==> config.mk <==
export PLATFORM = sky130hd
export DESIGN_NAME = raster_position_counter_flat
export DESIGN_NICKNAME = d
export VERILOG_FILES = /design/src/rtl/display_pkg.sv /design/src/rtl/raster_position_counter_if.sv /design/src/rtl/raster_position_counter_wrap_counter.sv /design/src/rtl/raster_position_counter.sv /design/src/flat_wrapper.sv
export SDC_FILE = /design/constraint.sdc
export NUM_CORES = 1
export LEC_CHECK = 0
export CAP_MARGIN = 10
export CORE_ASPECT_RATIO = 1.2
export CORE_MARGIN = 3
export CORE_UTILIZATION = 45
export CTS_BUF_LIST = sky130_fd_sc_hd__clkbuf_4 sky130_fd_sc_hd__clkbuf_8
export DETAILED_ROUTE_END_ITERATION = 6
export HOLD_SLACK_MARGIN = 0.05
export PLACE_DENSITY = 0.7
export SYNTH_ARGS = -nofsm -noshare
export SYNTH_HDL_FRONTEND = slang
export SYNTH_HIERARCHICAL = 1
export SYNTH_SLANG_ARGS = --single-unit
export TNS_END_PERCENT = 50
==> constraint.sdc <==
create_clock -name clock -period 2.5 [get_ports clock]
set_input_delay 0.75 -clock clock [delete_from_list [all_inputs] [get_ports clock]]
set_output_delay 0.75 -clock clock [all_outputs]
set_load 0.02 [all_outputs]
==> src/rtl/display_pkg.sv <==
// Shared display-adapter definitions: raster FSM state encoding and the
// default pixel/line counter widths, also used by glyph-ROM addressing.
package display_pkg;

  // Default counter widths (glyph column / glyph row).
  localparam int DEF_PX_W = 4;
  localparam int DEF_LN_W = 4;

  // Raster pass state; encodings are fixed so other blocks can decode them.
  typedef enum logic [1:0] {
    ST_IDLE = 2'b00,
    ST_RUN  = 2'b01,
    ST_DONE = 2'b10
  } raster_state_e;

  // True while a pass is actively counting.
  function automatic logic st_busy(input raster_state_e s);
    return (s == ST_RUN);
  endfunction

  // True once a pass has completed and is waiting for Start/ClrPx.
  function automatic logic st_done(input raster_state_e s);
    return (s == ST_DONE);
  endfunction

endpackage

==> src/rtl/raster_position_counter_if.sv <==
// Control/status bundle between the display sequencer and the raster
// position counter. Optional load port group exists only when
// RASTER_POS_LOAD_EN is defined.
interface raster_position_counter_if
  import display_pkg::*;
#(
  parameter int PX_W = DEF_PX_W,
  parameter int LN_W = DEF_LN_W
);

  logic            ClrPx;
  logic            Start;
  logic            IncPx;
  logic [PX_W-1:0] PxLimit;
  logic [LN_W-1:0] LnLimit;
  logic [PX_W-1:0] PxOut;
  logic [LN_W-1:0] LnOut;
  logic            PxWrap;
  logic            LnWrap;
  logic            Busy;
  logic            Done;
`ifdef RASTER_POS_LOAD_EN
  logic            LoadEn;
  logic [PX_W-1:0] LoadPx;
  logic [LN_W-1:0] LoadLn;

  // Sequencer side: drives commands, observes position and status.
  modport master (
    output ClrPx, Start, IncPx, PxLimit, LnLimit, LoadEn, LoadPx, LoadLn,
    input  PxOut, LnOut, PxWrap, LnWrap, Busy, Done
  );

  // Counter side.
  modport slave (
    input  ClrPx, Start, IncPx, PxLimit, LnLimit, LoadEn, LoadPx, LoadLn,
    output PxOut, LnOut, PxWrap, LnWrap, Busy, Done
  );
`else
  // Sequencer side: drives commands, observes position and status.
  modport master (
    output ClrPx, Start, IncPx, PxLimit, LnLimit,
    input  PxOut, LnOut, PxWrap, LnWrap, Busy, Done
  );

  // Counter side.
  modport slave (
    input  ClrPx, Start, IncPx, PxLimit, LnLimit,
    output PxOut, LnOut, PxWrap, LnWrap, Busy, Done
  );
`endif

endinterface

==> src/rtl/raster_position_counter_wrap_counter.sv <==
// Single-axis modulo counter with inclusive programmable limit.
// Priority: clear > load > increment. A wrap pulse is registered together
// with the wrapped (zero) count so both become visible on the same cycle.
module wrap_counter #(
  parameter int W = 4
) (
  input  logic         clk_i,
  input  logic         rst_n_i,
  input  logic         clr_i,
  input  logic         load_i,
  input  logic         inc_i,
  input  logic [W-1:0] limit_i,
  input  logic [W-1:0] load_val_i,
  output logic [W-1:0] count_o,
  output logic         wrap_o,
  output logic         at_limit_o
);

  logic [W-1:0] count_q, count_d;
  logic         wrap_q,  wrap_d;

  // Loaded positions never exceed the active limit.
  function automatic logic [W-1:0] clamp(input logic [W-1:0] v,
                                         input logic [W-1:0] lim);
    return (v > lim) ? lim : v;
  endfunction

  assign at_limit_o = (count_q == limit_i);

  // Next count and wrap pulse; the pulse defaults low so it lasts one cycle.
  always_comb begin
    count_d = count_q;
    wrap_d  = 1'b0;
    if (clr_i) begin
      count_d = '0;
    end else if (load_i) begin
      count_d = clamp(load_val_i, limit_i);
    end else if (inc_i) begin
      if (at_limit_o) begin
        count_d = '0;
        wrap_d  = 1'b1;
      end else begin
        count_d = count_q + W'(1);
      end
    end
  end

  // Count and wrap registers.
  always_ff @(posedge clk_i or negedge rst_n_i) begin
    if (!rst_n_i) begin
      count_q <= '0;
      wrap_q  <= 1'b0;
    end else begin
      count_q <= count_d;
      wrap_q  <= wrap_d;
    end
  end

  assign count_o = count_q;
  assign wrap_o  = wrap_q;

endmodule

==> src/rtl/raster_position_counter.sv <==
// Two-axis raster position counter (pixel within line, line within pass).
// A Start latches the limits into shadow registers and runs one pass; the
// final line wrap moves the FSM to DONE. Optional feature macro:
// RASTER_POS_LOAD_EN adds LoadEn/LoadPx/LoadLn to preset the position.
module raster_position_counter
  import display_pkg::*;
#(
  parameter int PX_W = DEF_PX_W,
  parameter int LN_W = DEF_LN_W
) (
  input  logic                      clock,
  input  logic                      ResetN,
  raster_position_counter_if.slave  bus
);

  raster_state_e   state_q, state_d;
  logic            busy_q, busy_d;
  logic            done_q, done_d;
  logic [PX_W-1:0] px_lim_q, px_lim_d;
  logic [LN_W-1:0] ln_lim_q, ln_lim_d;

  logic            run;
  logic            clr_cnt;
  logic            load_req;
  logic            do_load;
  logic            px_inc;
  logic            ln_inc;
  logic            pass_end;
  logic            px_at_lim;
  logic            ln_at_lim;
  logic [PX_W-1:0] load_px;
  logic [LN_W-1:0] load_ln;
  logic [PX_W-1:0] px_cnt;
  logic [LN_W-1:0] ln_cnt;
  logic            px_wrap;
  logic            ln_wrap;

`ifdef RASTER_POS_LOAD_EN
  assign load_req = bus.LoadEn;
  assign load_px  = bus.LoadPx;
  assign load_ln  = bus.LoadLn;
`else
  assign load_req = 1'b0;
  assign load_px  = '0;
  assign load_ln  = '0;
`endif

  assign run     = st_busy(state_q);
  // Start also restarts the counters from zero.
  assign clr_cnt = bus.ClrPx | bus.Start;
  // A load only applies mid-pass and swallows that cycle's IncPx.
  assign do_load = run & load_req & ~clr_cnt;
  assign px_inc  = run & bus.IncPx & ~load_req & ~clr_cnt;
  // The line axis advances exactly when the pixel axis wraps.
  assign ln_inc  = px_inc & px_at_lim;
  assign pass_end = ln_inc & ln_at_lim;

  wrap_counter #(.W(PX_W)) u_px (
    .clk_i      (clock),
    .rst_n_i    (ResetN),
    .clr_i      (clr_cnt),
    .load_i     (do_load),
    .inc_i      (px_inc),
    .limit_i    (px_lim_q),
    .load_val_i (load_px),
    .count_o    (px_cnt),
    .wrap_o     (px_wrap),
    .at_limit_o (px_at_lim)
  );

  wrap_counter #(.W(LN_W)) u_ln (
    .clk_i      (clock),
    .rst_n_i    (ResetN),
    .clr_i      (clr_cnt),
    .load_i     (do_load),
    .inc_i      (ln_inc),
    .limit_i    (ln_lim_q),
    .load_val_i (load_ln),
    .count_o    (ln_cnt),
    .wrap_o     (ln_wrap),
    .at_limit_o (ln_at_lim)
  );

  // Next state, status flags and shadow limits; ClrPx overrides Start.
  always_comb begin
    state_d  = state_q;
    px_lim_d = px_lim_q;
    ln_lim_d = ln_lim_q;
    if (bus.ClrPx) begin
      state_d = ST_IDLE;
    end else if (bus.Start) begin
      state_d  = ST_RUN;
      px_lim_d = bus.PxLimit;
      ln_lim_d = bus.LnLimit;
    end else if (pass_end) begin
      state_d = ST_DONE;
    end
    busy_d = st_busy(state_d);
    done_d = st_done(state_d);
  end

  // State, registered status flags and limits latched at Start.
  always_ff @(posedge clock or negedge ResetN) begin
    if (!ResetN) begin
      state_q  <= ST_IDLE;
      busy_q   <= 1'b0;
      done_q   <= 1'b0;
      px_lim_q <= '0;
      ln_lim_q <= '0;
    end else begin
      state_q  <= state_d;
      busy_q   <= busy_d;
      done_q   <= done_d;
      px_lim_q <= px_lim_d;
      ln_lim_q <= ln_lim_d;
    end
  end

  assign bus.PxOut  = px_cnt;
  assign bus.LnOut  = ln_cnt;
  assign bus.PxWrap = px_wrap;
  assign bus.LnWrap = ln_wrap;
  assign bus.Busy   = busy_q;
  assign bus.Done   = done_q;

endmodule

==> src/flat_wrapper.sv <==
// flat-port wrapper written by rule: the top's interface ports become plain ports
module raster_position_counter_flat import display_pkg::*;
#(
  parameter int PX_W = DEF_PX_W,
  parameter int LN_W = DEF_LN_W
)
  (clock, ResetN, bus_ClrPx, bus_Start, bus_IncPx, bus_PxLimit, bus_LnLimit, bus_PxOut, bus_LnOut, bus_PxWrap, bus_LnWrap, bus_Busy, bus_Done);
  raster_position_counter_if #(.PX_W(PX_W), .LN_W(LN_W)) bus_i ();
  input  logic clock;
  input  logic ResetN;
  input wire logic [$bits(bus_i.ClrPx)-1:0] bus_ClrPx;
  input wire logic [$bits(bus_i.Start)-1:0] bus_Start;
  input wire logic [$bits(bus_i.IncPx)-1:0] bus_IncPx;
  input wire logic [$bits(bus_i.PxLimit)-1:0] bus_PxLimit;
  input wire logic [$bits(bus_i.LnLimit)-1:0] bus_LnLimit;
  output wire logic [$bits(bus_i.PxOut)-1:0] bus_PxOut;
  output wire logic [$bits(bus_i.LnOut)-1:0] bus_LnOut;
  output wire logic [$bits(bus_i.PxWrap)-1:0] bus_PxWrap;
  output wire logic [$bits(bus_i.LnWrap)-1:0] bus_LnWrap;
  output wire logic [$bits(bus_i.Busy)-1:0] bus_Busy;
  output wire logic [$bits(bus_i.Done)-1:0] bus_Done;
  assign bus_i.ClrPx = bus_ClrPx;
  assign bus_i.Start = bus_Start;
  assign bus_i.IncPx = bus_IncPx;
  assign bus_i.PxLimit = bus_PxLimit;
  assign bus_i.LnLimit = bus_LnLimit;
  assign bus_PxOut = bus_i.PxOut;
  assign bus_LnOut = bus_i.LnOut;
  assign bus_PxWrap = bus_i.PxWrap;
  assign bus_LnWrap = bus_i.LnWrap;
  assign bus_Busy = bus_i.Busy;
  assign bus_Done = bus_i.Done;
  raster_position_counter #(.PX_W(PX_W), .LN_W(LN_W)) u_core (.clock(clock), .ResetN(ResetN), .bus(bus_i));
endmodule
==> metrics.md, run 1 <==
| Metric | Value |
|---|---|
| Post-Syn Instances | about 160 |
| Main combinational cell family by area after synthesis | simple AND/OR/NAND/NOR gates |
| Seq cells post-synth | 22 |
| Post-Synth Adder-Cell Area | under 10% |
| Pwr per Cell Area | roughly 470 mW/mm^2 |
| Clk buf depth | 2 |
| Fmax | 0.421 GHz |
| Netlist cell types | 30 |
| DR iter-0 viols | approximately 40 |
| Kind of critical path | in -> reg |
| Vias in the first global route | about 1300 |
| Gpl congestion | between 0.8 and 0.9 |
| Area grow syn2layout | 31.7% |
| Fill cells | between 200 and 250 |
| CTS Buf Count | 3 |
| Final #Nets | 240 |
| Area share of xor/xnor cells in the synthesized design | under 10% |
| IO Count | 25 |
| Proportion of synthesized area in mux cells | 5.55% |
| Vias | roughly 1300 |
| Storage cell area | around 550 sq um |
| Mapped cell area | ~0.0014 sq mm |
| Simple-gate area share of the yosys netlist | about a quarter |
| Crit end category | register |
| Via density | 5.05 |
| CP startpoint kind | primary input |
| Antenna violations before repair | 0 |
| Initial DRT Pass Iterations | 4 |
| CTS Sinks | 22 |
| Post-route ant nets | 0 |
| Area of the multi-input gates | 946 sq um |
| Placeable Area | between 0.002 and 0.003 sq mm |
| N_diodes | 0 |
| Setup WS post-layout | 0.127 ns |
| Post-Route Skew | around 0.0035 ns |
| Lkg Pwr | around 0.94 nW |
| Slew Limit Fails | 0 |
| Tcrit/Tclk final | approximately 95% |
| Synth area leaders | dfrtp_1 38%, ha_1 8.7%, nand2_1 6.8%, mux2i_1 5.5%, xor2_1 4.9% |
| Clk_lat worst skew | 0.31 ns |
| Layout Cell Area excl Fill | approximately 0.0019 sq mm |
| Clock transition at path regs | roughly 0.13 ns |
| DP Worst Slack | -0.213 ns |
| Status | finished clean |
| Total die area | 0.00393 sq mm |
| Top cell type's share of synthesized area | between 30% and 40% |
| Placed Area | ~0.0019 sq mm |
| Yosys warns | 6 |
| Largest fanout on the critical path | 7 |
| Hold WC Path Type | reg -> reg |
| Starting Density | between 40 and 50% |
| Port bufs | 24 |
| Sequential area share after synthesis | 38.1% |
| Compound-Gate Fraction of Synth Area | 13.9% |
| Max VDD drop | around 0.00037 V |
| DR WL/cell | 13.0 microns |
| CP Data Arrival Time | approximately 2.6 ns |
| Unrepaired setup endpoints after global routing | no |
| H-tree Lvls | 1 |
| Largest net degree at the start of global routing | 23 |
| Routed WL | 3240 microns |
| Global Route Usage Sum | a little under a fifth |
| Root Driver | clkbuf_4 |
| Syn avg cell area | 9.26 sq um |
| Row count | 21 |
| CTS tree | done |
| Tmin final | 2.37 ns |
| Die width | between 50 and 60 microns |
| Drc violations | 0 |
| Layout cells sized above 1 | ~9% |
| GR Overflow Total | 0 |
| Cts repair resizes | 0 |
| First-pass GRT wire length | approximately 5600 microns |
| Max_cap viols | 0 |
| WP data required | ~2.7 ns |
| Hold-fix buffers, CTS | 0 |
| Total power | around 0.89 mW |
| Biggest area consumer among synthesized cells | dfrtp_1 |
| Die Y | between 60 and 70 microns |
| HPWL Detailed | roughly 2500 microns |
| # setup viols final | 0 |
| Hold Fails Final Rpt | 0 |
| Postcts setup bufs | 0 |
layout make-up:
cell class,count,area share (%)
timing repair buffer,29,14.6
sequential,22,28.9
clock buffer,4,1.91
inverter,13,2.57
tap,34,2.24
multi-input combinational,148,49.7
stage by stage:
step                      setup TNS [ns]  std cells  hold slack [ns]  util (%)
after detailed placement          -0.766        246            0.516      64.0
final                                  0        250            0.548      65.2
after CTS                              0        250            0.550      65.2
after global placement            -0.109        246            0.514      64.0
after global routing                   0        250            0.571      65.2
after floorplan                        0        185            0.454         -
cell families after synthesis:
kind of cell / count (synthesis)
buffers and inverters: 15
DFF: 22
AOI/OAI and AO/OA: 30
and+or+nand+nor: 62
muxes: 8
adders and majority gates: 10
xor gates and xnor gates: 8
other: 1
flip-flops by register name, indices dropped and copies added (netlist names):
signal and count:
u_core/ln_lim_q 4, u_core/u_ln/wrap_o 1, u_core/u_px/wrap_o 1, u_core/u_ln/count_o 4, u_core/u_px/count_o 4, u_core/bus.Busy 1, u_core/state_q 2, u_core/px_lim_q 4
u_core/bus.Done 1
worst max-delay path: stages:
cell and delay (ns):
clkdlybuf4s50_1 0.43, or3b_4 0.41, nor3b_2 0.21, and2_1 0.27, nor2b_2 0.23, a211oi_1 0.10, a211oi_1 0.20
synthesized netlist by cell type:
cell type	n
o211ai_1	2
nand2_1	26
ha_1	10
nor2b_2	2
conb_1	1
and2_1	2
dfrtp_1	22
and2b_1	1
a211oi_1	6
a22oi_1	4
and3_1	4
nor4_4	2
a21oi_2	2
and4_1	2
o21a_1	2
clkbuf_1	2
mux2i_1	8
nand4b_1	1
xor2_1	8
or3b_4	1
nor2b_1	6
or2_2	2
o21ai_1	4
a21oi_1	2
nand2b_1	4
nor3b_2	1
inv_1	13
o22ai_1	6
nor2_1	8
o21ai_0	2
metal layers:
layer  share of wire [%]  global-route usage, %
met5                   0                      0
met4                0.59                   7.25
met3                 3.4                   3.21
met2                  50                   32.1
met1                  46                   23.2
cells in the final DEF (no fill, tap or decap):
master           netlist  layout
or2_2                  2       2
o21ai_1                4       4
a211oi_1               6       6
mux2i_1                8       8
nor2b_2                2       2
and3_1                 4       4
o21a_1                 2       2
conb_1                 1      30
nand2_1               26      26
buf_4                  0       5
nor4_4                 2       2
dfrtp_1               22      22
clkbuf_4               0       3
and4_1                 2       2
o21ai_0                2       2
inv_1                 13      13
and2_1                 2       2
xor2_1                 8       8
ha_1                  10      10
a21oi_2                2       2
and2b_1                1       1
a21oi_1                2       2
clkbuf_8               0       1
o211ai_1               2       2
a22oi_1                4       4
nor3b_2                1       1
nand2b_1               4       4
or3b_4                 1       1
nor2_1                 8       8
o22ai_1                6       6
nor2b_1                6       6
clkdlybuf4s50_1        0      24
nand4b_1               1       1
where the power goes:
group / switching (mW) / total, mW / leakage [nW] / internal [mW]
clock: 0.117 / 0.206 / 0.0210 / 0.0890
combinational: 0.141 / 0.266 / 0.633 / 0.125
sequential: 0.0347 / 0.416 / 0.288 / 0.381
path summary, 6_finish.rpt:
path                                           to  cells past startpoint  slack, ns               from
max                        u_core/u_ln/count_o[0]                      7       0.13          bus_ClrPx
min                             u_core/state_q[1]                      1       0.55  u_core/state_q[1]
max reg2reg                u_core/u_ln/count_o[0]                      6       0.60  u_core/state_q[1]
min reg2reg                     u_core/state_q[1]                      1       0.55  u_core/state_q[1]
max in group asynchronous      u_core/ln_lim_q[3]                      2       1.51             ResetN
min in group asynchronous  u_core/u_px/count_o[1]                      2       0.77             ResetN
No activity file was read; power rests on OpenSTA's default activity.
==> inputs of run 2 (changes only) <==
- GPL_ROUTABILITY_DRIVEN: unset -> 0
- REMOVE_ABC_BUFFERS: unset -> 1
==> run 2 against run 1 <==
Final cell count is the same. Global-route usage shrank 1.6 points. First-iteration DRC count shrank 15%. Utilization shrank 0.21 points. Worst setup slack gained 0.0064 ns. Highest routed layer unchanged. Via count shrank 1.1%. Maximum frequency grew 0.27%. Critical endpoint unchanged. Worst hold slack lost 0.0044 ns.
==> metrics.md, run 2 (synthesis results as in run 1) <==
| Metric | Value |
|---|---|
| IO Count | 25 |
| Via density | around 5 |
| Final #Nets | ~240 |
| Status | finished clean |
| Tmin final | 2.37 ns |
| CP startpoint kind | primary input |
| CTS tree | done |
| Hold EP | u_core/state_q[1] |
| Switching share of power | between 30 and 40% |
| Lkg Pwr | 0.940 nW |
| Antenna violations before repair | 0 |
| CTS Sinks | 22 |
| First-pass GRT wire length | approximately 5200 microns |
| Max_cap viols | 0 |
| Fill cells | roughly 250 |
| # setup viols final | 0 |
| Row count | 21 |
| DR iter-0 viols | 35 |
| HPWL Detailed | 2520 microns |
| Post-route ant nets | 0 |
| Setup TNS Final | 0 ns |
| Area grow syn2layout | 31.3% |
| Initial DRT Pass Iterations | 4 |
| Die width | a little under 60 microns |
| R2r startpoint | u_core/state_q[1] |
| Switching power | 0.272 mW |
| DR WL/cell | approximately 12 microns |
| FF-to-FF path depth | 6 |
| Kind of critical path | in -> reg |
| Vias in the first global route | approximately 1200 |
| Postcts setup bufs | 0 |
| Clk buf depth | 2 |
| Hold Fails Final Rpt | 0 |
| Clk pwr share | between 10% and 20% |
| Setup slack, reg-to-reg | approximately 0.62 ns |
| Min-Delay Path Depth | 1 |
| CP Data Arrival Time | about 2.6 ns |
| Most frequent cells in the layout | 30 x conb_1, 26 x nand2_1, 24 x clkdlybuf4s50_1 |
| Pwr per Cell Area | between 400 and 500 mW/mm^2 |
| Slew Limit Fails | 0 |
| Post-Route Skew | ~0.0072 ns |
| Max VDD drop | roughly 0.00028 V |
| Hold WC Path Type | reg -> reg |
| H-tree Lvls | 1 |
| Fmax | 0.423 GHz |
| Placeable Area | 0.00292 sq mm |
| Placed Cells | 247 |
| N_diodes | 0 |
| Setup crit start | bus_ClrPx |
| Non-Filler Instances | 250 |
| Commonest non-fill, non-tap cell in the layout | conb_1 |
| Largest net degree at the start of global routing | 23 |
| Drc violations | 0 |
| Die Y | around 68 microns |
| Clk_lat worst skew | about 0.3 ns |
| Hold_sp | u_core/state_q[1] |
| Combinational share of power | a little under a third |
| Clock transition at path regs | 0.12 ns |
| Layout cells sized above 1 | 8.80% |
| Total die area | ~0.004 sq mm |
| Starting Density | 49.5% |
| Port bufs | 24 |
| Tcrit/Tclk final | 94.7% |
| Largest fanout on the critical path | 7 |
| Vias | 1248 |
| CTS Buf Count | 3 |
| Pint | about 0.56 mW |
| Seq pwr share | between 40% and 50% |
| Worst R2R End | u_core/u_ln/count_o[0] |
| Unrepaired setup endpoints after global routing | no |
| Crit end category | register |
| Cts repair resizes | 0 |
| Hold-fix buffers, CTS | 0 |
| Root Driver | clkbuf_4 |
| Routed WL | roughly 3100 microns |
| WP data required | approximately 2.7 ns |
| Global Route Usage Sum | between 10% and 20% |
| GR Overflow Total | 0 |
-- run 2: changes by cell type in the layout (fill, tap and decap cells not counted), sizes merged --
cell and delta:
buf +1, clkbuf -1
-- run 2: how the worst max path moves through the flow --
| stage | slack [ns] | depth (start not counted) | end |
|---|---|---|---|
| after detailed placement | -0.17 | 7 | u_core/u_ln/count_o[0] |
| after global routing | 0.05 | 7 | u_core/u_ln/count_o[0] |
| after global placement | -0.06 | 7 | u_core/u_ln/count_o[0] |
| after CTS | 0.13 | 7 | u_core/u_ln/count_o[0] |
| after floorplan | 0.26 | 6 | u_core/u_ln/count_o[0] |
| final | 0.13 | 7 | u_core/u_ln/count_o[0] |
-- run 2: power by group through the flow --
stage,registers [mW],logic (mW),clock network (mW)
floorplan,0.422,0.170,0
global placement,0.421,0.254,0
detailed placement,0.422,0.265,0
CTS,0.415,0.266,0.164
global route,0.420,0.299,0.173
finish,0.414,0.267,0.155
-- run 2: stage by stage --
step           power [mW]  setup slack, ns  utilization [%]  hold slack (ns)  instance area (sq um)
4_1_cts             0.845            0.134             65.0            0.541                   1900
6_report            0.836            0.133             65.0            0.544                   1900
5_1_grt             0.892           0.0462             65.0            0.564                   1900
3_5_place_dp        0.687           -0.171             64.2            0.511                   1870
2_1_floorplan       0.592            0.260                -            0.454                   1550
3_3_place_gp        0.676          -0.0625             64.2            0.499                   1870
-- run 2: metal layers --
layer / share of wire (%) / wire length, microns / global-route usage, %
met1: 45 / 1390 / 21.7
met2: 50 / 1530 / 29.1
met3: 3.5 / 107 / 2.83
met4: 1.4 / 43 / 6.09
met5: 0 / 0 / 0
-- run 2: worst max-delay path: stages --
cell and delay, ns:
clkdlybuf4s50_1 0.42, or3b_4 0.41, nor3b_2 0.18, and2_1 0.27
nor2b_2 0.23, a211oi_1 0.09, a211oi_1 0.21
-- run 2: cell type report --
| cell class | count | area, sq um | area share [%] |
|---|---|---|---|
| clock buffer | 3 | 22.5 | 1.19 |
| timing repair buffer | 30 | 285 | 15.0 |
| tap | 34 | 42.5 | 2.24 |
| inverter | 13 | 48.8 | 2.57 |
| sequential | 22 | 551 | 29.0 |
| multi-input combinational | 148 | 946 | 49.9 |
==> inputs of run 3 (changes only) <==
- CORE_ASPECT_RATIO: 1.2 -> unset
==> run 3 against run 2 <==
Final cell count increased by 3.2%. Clock power increased by 4%. Utilization increased by 0.71 points. Die area about the same. Count of clock-buffer cells in the layout unchanged. Flip-flop and latch count unchanged. Highest routed layer is now met3.
==> metrics.md, run 3 (synthesis results as in run 1) <==
| Metric | Value |
|---|---|
| Status | finished clean |
| Placed Cells | 255 |
| Initial DRT Pass Iterations | 4 |
| Setup TNS Final | 0 ns |
| Non-Filler Instances | 258 |
| FF-to-FF path depth | 6 |
| Layout cells sized above 1 | approximately 8.8% |
| Final #Nets | 241 |
| Hold WC Path Type | reg -> reg |
| Max_cap viols | 0 |
| H-tree Lvls | 1 |
| CTS tree | done |
| Crit-path cells | clkdlybuf4s50_1 -> or3b_4 -> nor3b_2 -> and2_1 -> nor2b_2 -> a211oi_1 -> a211oi_1 |
| Post-route ant nets | 0 |
| CTS Sinks | 22 |
| Tcrit/Tclk final | roughly 93% |
| Largest net degree at the start of global routing | 23 |
| CTS Buf Count | 3 |
| R2r startpoint | u_core/state_q[1] |
| CP Buf/Inv Count | 1 |
| CP Data Arrival Time | around 2.6 ns |
| GR Overflow Total | 0 |
| Port bufs | 24 |
| Max VDD drop | between 0.0002 and 0.0003 V |
| First-pass GRT wire length | 5390 microns |
| Setup slack, reg-to-reg | 0.66 ns |
| Layout Cell Area excl Fill | around 0.0019 sq mm |
| Root Driver | clkbuf_4 |
| WHS | approximately 0.56 ns |
| Die width | about 63 microns |
| CP top delay family | simple AND/OR/NAND/NOR gates |
| Worst R2R End | u_core/u_ln/count_o[0] |
| HPWL Detailed | between 2000 and 2500 microns |
| CP startpoint kind | primary input |
| Hold Fails Final Rpt | 0 |
| WP data required | 2.72 ns |
| Total die area | 0.00392 sq mm |
| Fmax | around 0.43 GHz |
| Clk buf depth | 2 |
| Postcts setup bufs | 0 |
| Min-Delay Path Depth | 1 |
| Drc violations | 0 |
| Kind of critical path | in -> reg |
| Cell repeated most along the worst path | a211oi_1 |
| Final Util | 65.7% |
| Global Route Usage Sum | approximately 17% |
| Largest fanout on the critical path | 7 |
| Clock transition at path regs | roughly 0.12 ns |
| Worst path slowest cell | clkdlybuf4s50_1 |
| Most frequent cells in the layout | 30 x conb_1, 26 x nand2_1, 24 x clkdlybuf4s50_1 |
| Setup WS post-layout | 0.168 ns |
| Unrepaired setup endpoints after global routing | no |
| Via density | 4.71 |
| Row count | 19 |
| Vias in the first global route | roughly 1200 |
| IO Count | 25 |
| Area grow syn2layout | 32.0% |
| DR iter-0 viols | 32 |
| Slew Limit Fails | 0 |
| Placeable Area | about 0.0029 sq mm |
| Hold_sp | u_core/state_q[1] |
| Crit end category | register |
| Commonest non-fill, non-tap cell in the layout | conb_1 |
| Lkg Pwr | 0.940 nW |
| Die Y | 62.6 microns |
| Total power | 0.839 mW |
| Clk_lat worst skew | around 0.30 ns |
| N_diodes | 0 |
| # setup viols final | 0 |
| DP Worst Slack | -0.162 ns |
| Placed Area | 0.00188 sq mm |
| Hold-fix buffers, CTS | 0 |
| Hold EP | u_core/state_q[1] |
| Pwr per Cell Area | ~440 mW/mm^2 |
| DR WL/cell | approximately 12 microns |
| Routed WL | around 3000 microns |
| Crit path largest cell delay | between 0.4 and 0.5 ns |
| Cts repair resizes | 0 |
| Antenna violations before repair | 0 |
| Post-Route Skew | 0.000837 ns |
| Tmin final | roughly 2.3 ns |
| Vias | about 1200 |
| Starting Density | approximately 50% |
-- run 3: cell counts in the layout (fill, tap and decap cells not counted) --
No cell type changed its count.
-- run 3: power breakdown --
group          internal (mW)  switching [mW]  total, mW
clock                 0.0562           0.105      0.161
combinational          0.127           0.136      0.263
sequential             0.381          0.0341      0.415
total                  0.564           0.275      0.839
-- run 3: worst max path at each step --
stage | startpoint | endpoint | slack [ns] | cells past startpoint
after floorplan | bus_ClrPx | u_core/u_ln/count_o[0] | 0.26 | 6
final | bus_ClrPx | u_core/u_ln/count_o[0] | 0.17 | 7
after global routing | bus_ClrPx | u_core/u_ln/count_o[0] | 0.06 | 7
after detailed placement | bus_ClrPx | u_core/u_ln/count_o[0] | -0.16 | 7
after CTS | bus_ClrPx | u_core/u_ln/count_o[0] | 0.17 | 7
after global placement | bus_ClrPx | u_core/u_ln/count_o[0] | -0.09 | 7
-- run 3: cell type report --
cell class,instances,area (sq um)
fillers,255,995
well taps,42,52.6
inverters,13,48.8
flip-flops and latches,22,551
repair buffers,30,285
clock buffers,3,22.5
multi-input cells,148,946
-- run 3: per-layer routing --
layer / global-route usage, % / part of all wire [%] / routed length [microns] / vias up
met5: 0 / 0 / 0 / -
li1: - / - / - / 632
met2: 29.7 / 49 / 1480 / 22
met3: 2.34 / 3.7 / 111 / 0
met1: 20.5 / 47 / 1400 / 561
met4: 4.41 / 0 / 0 / 0
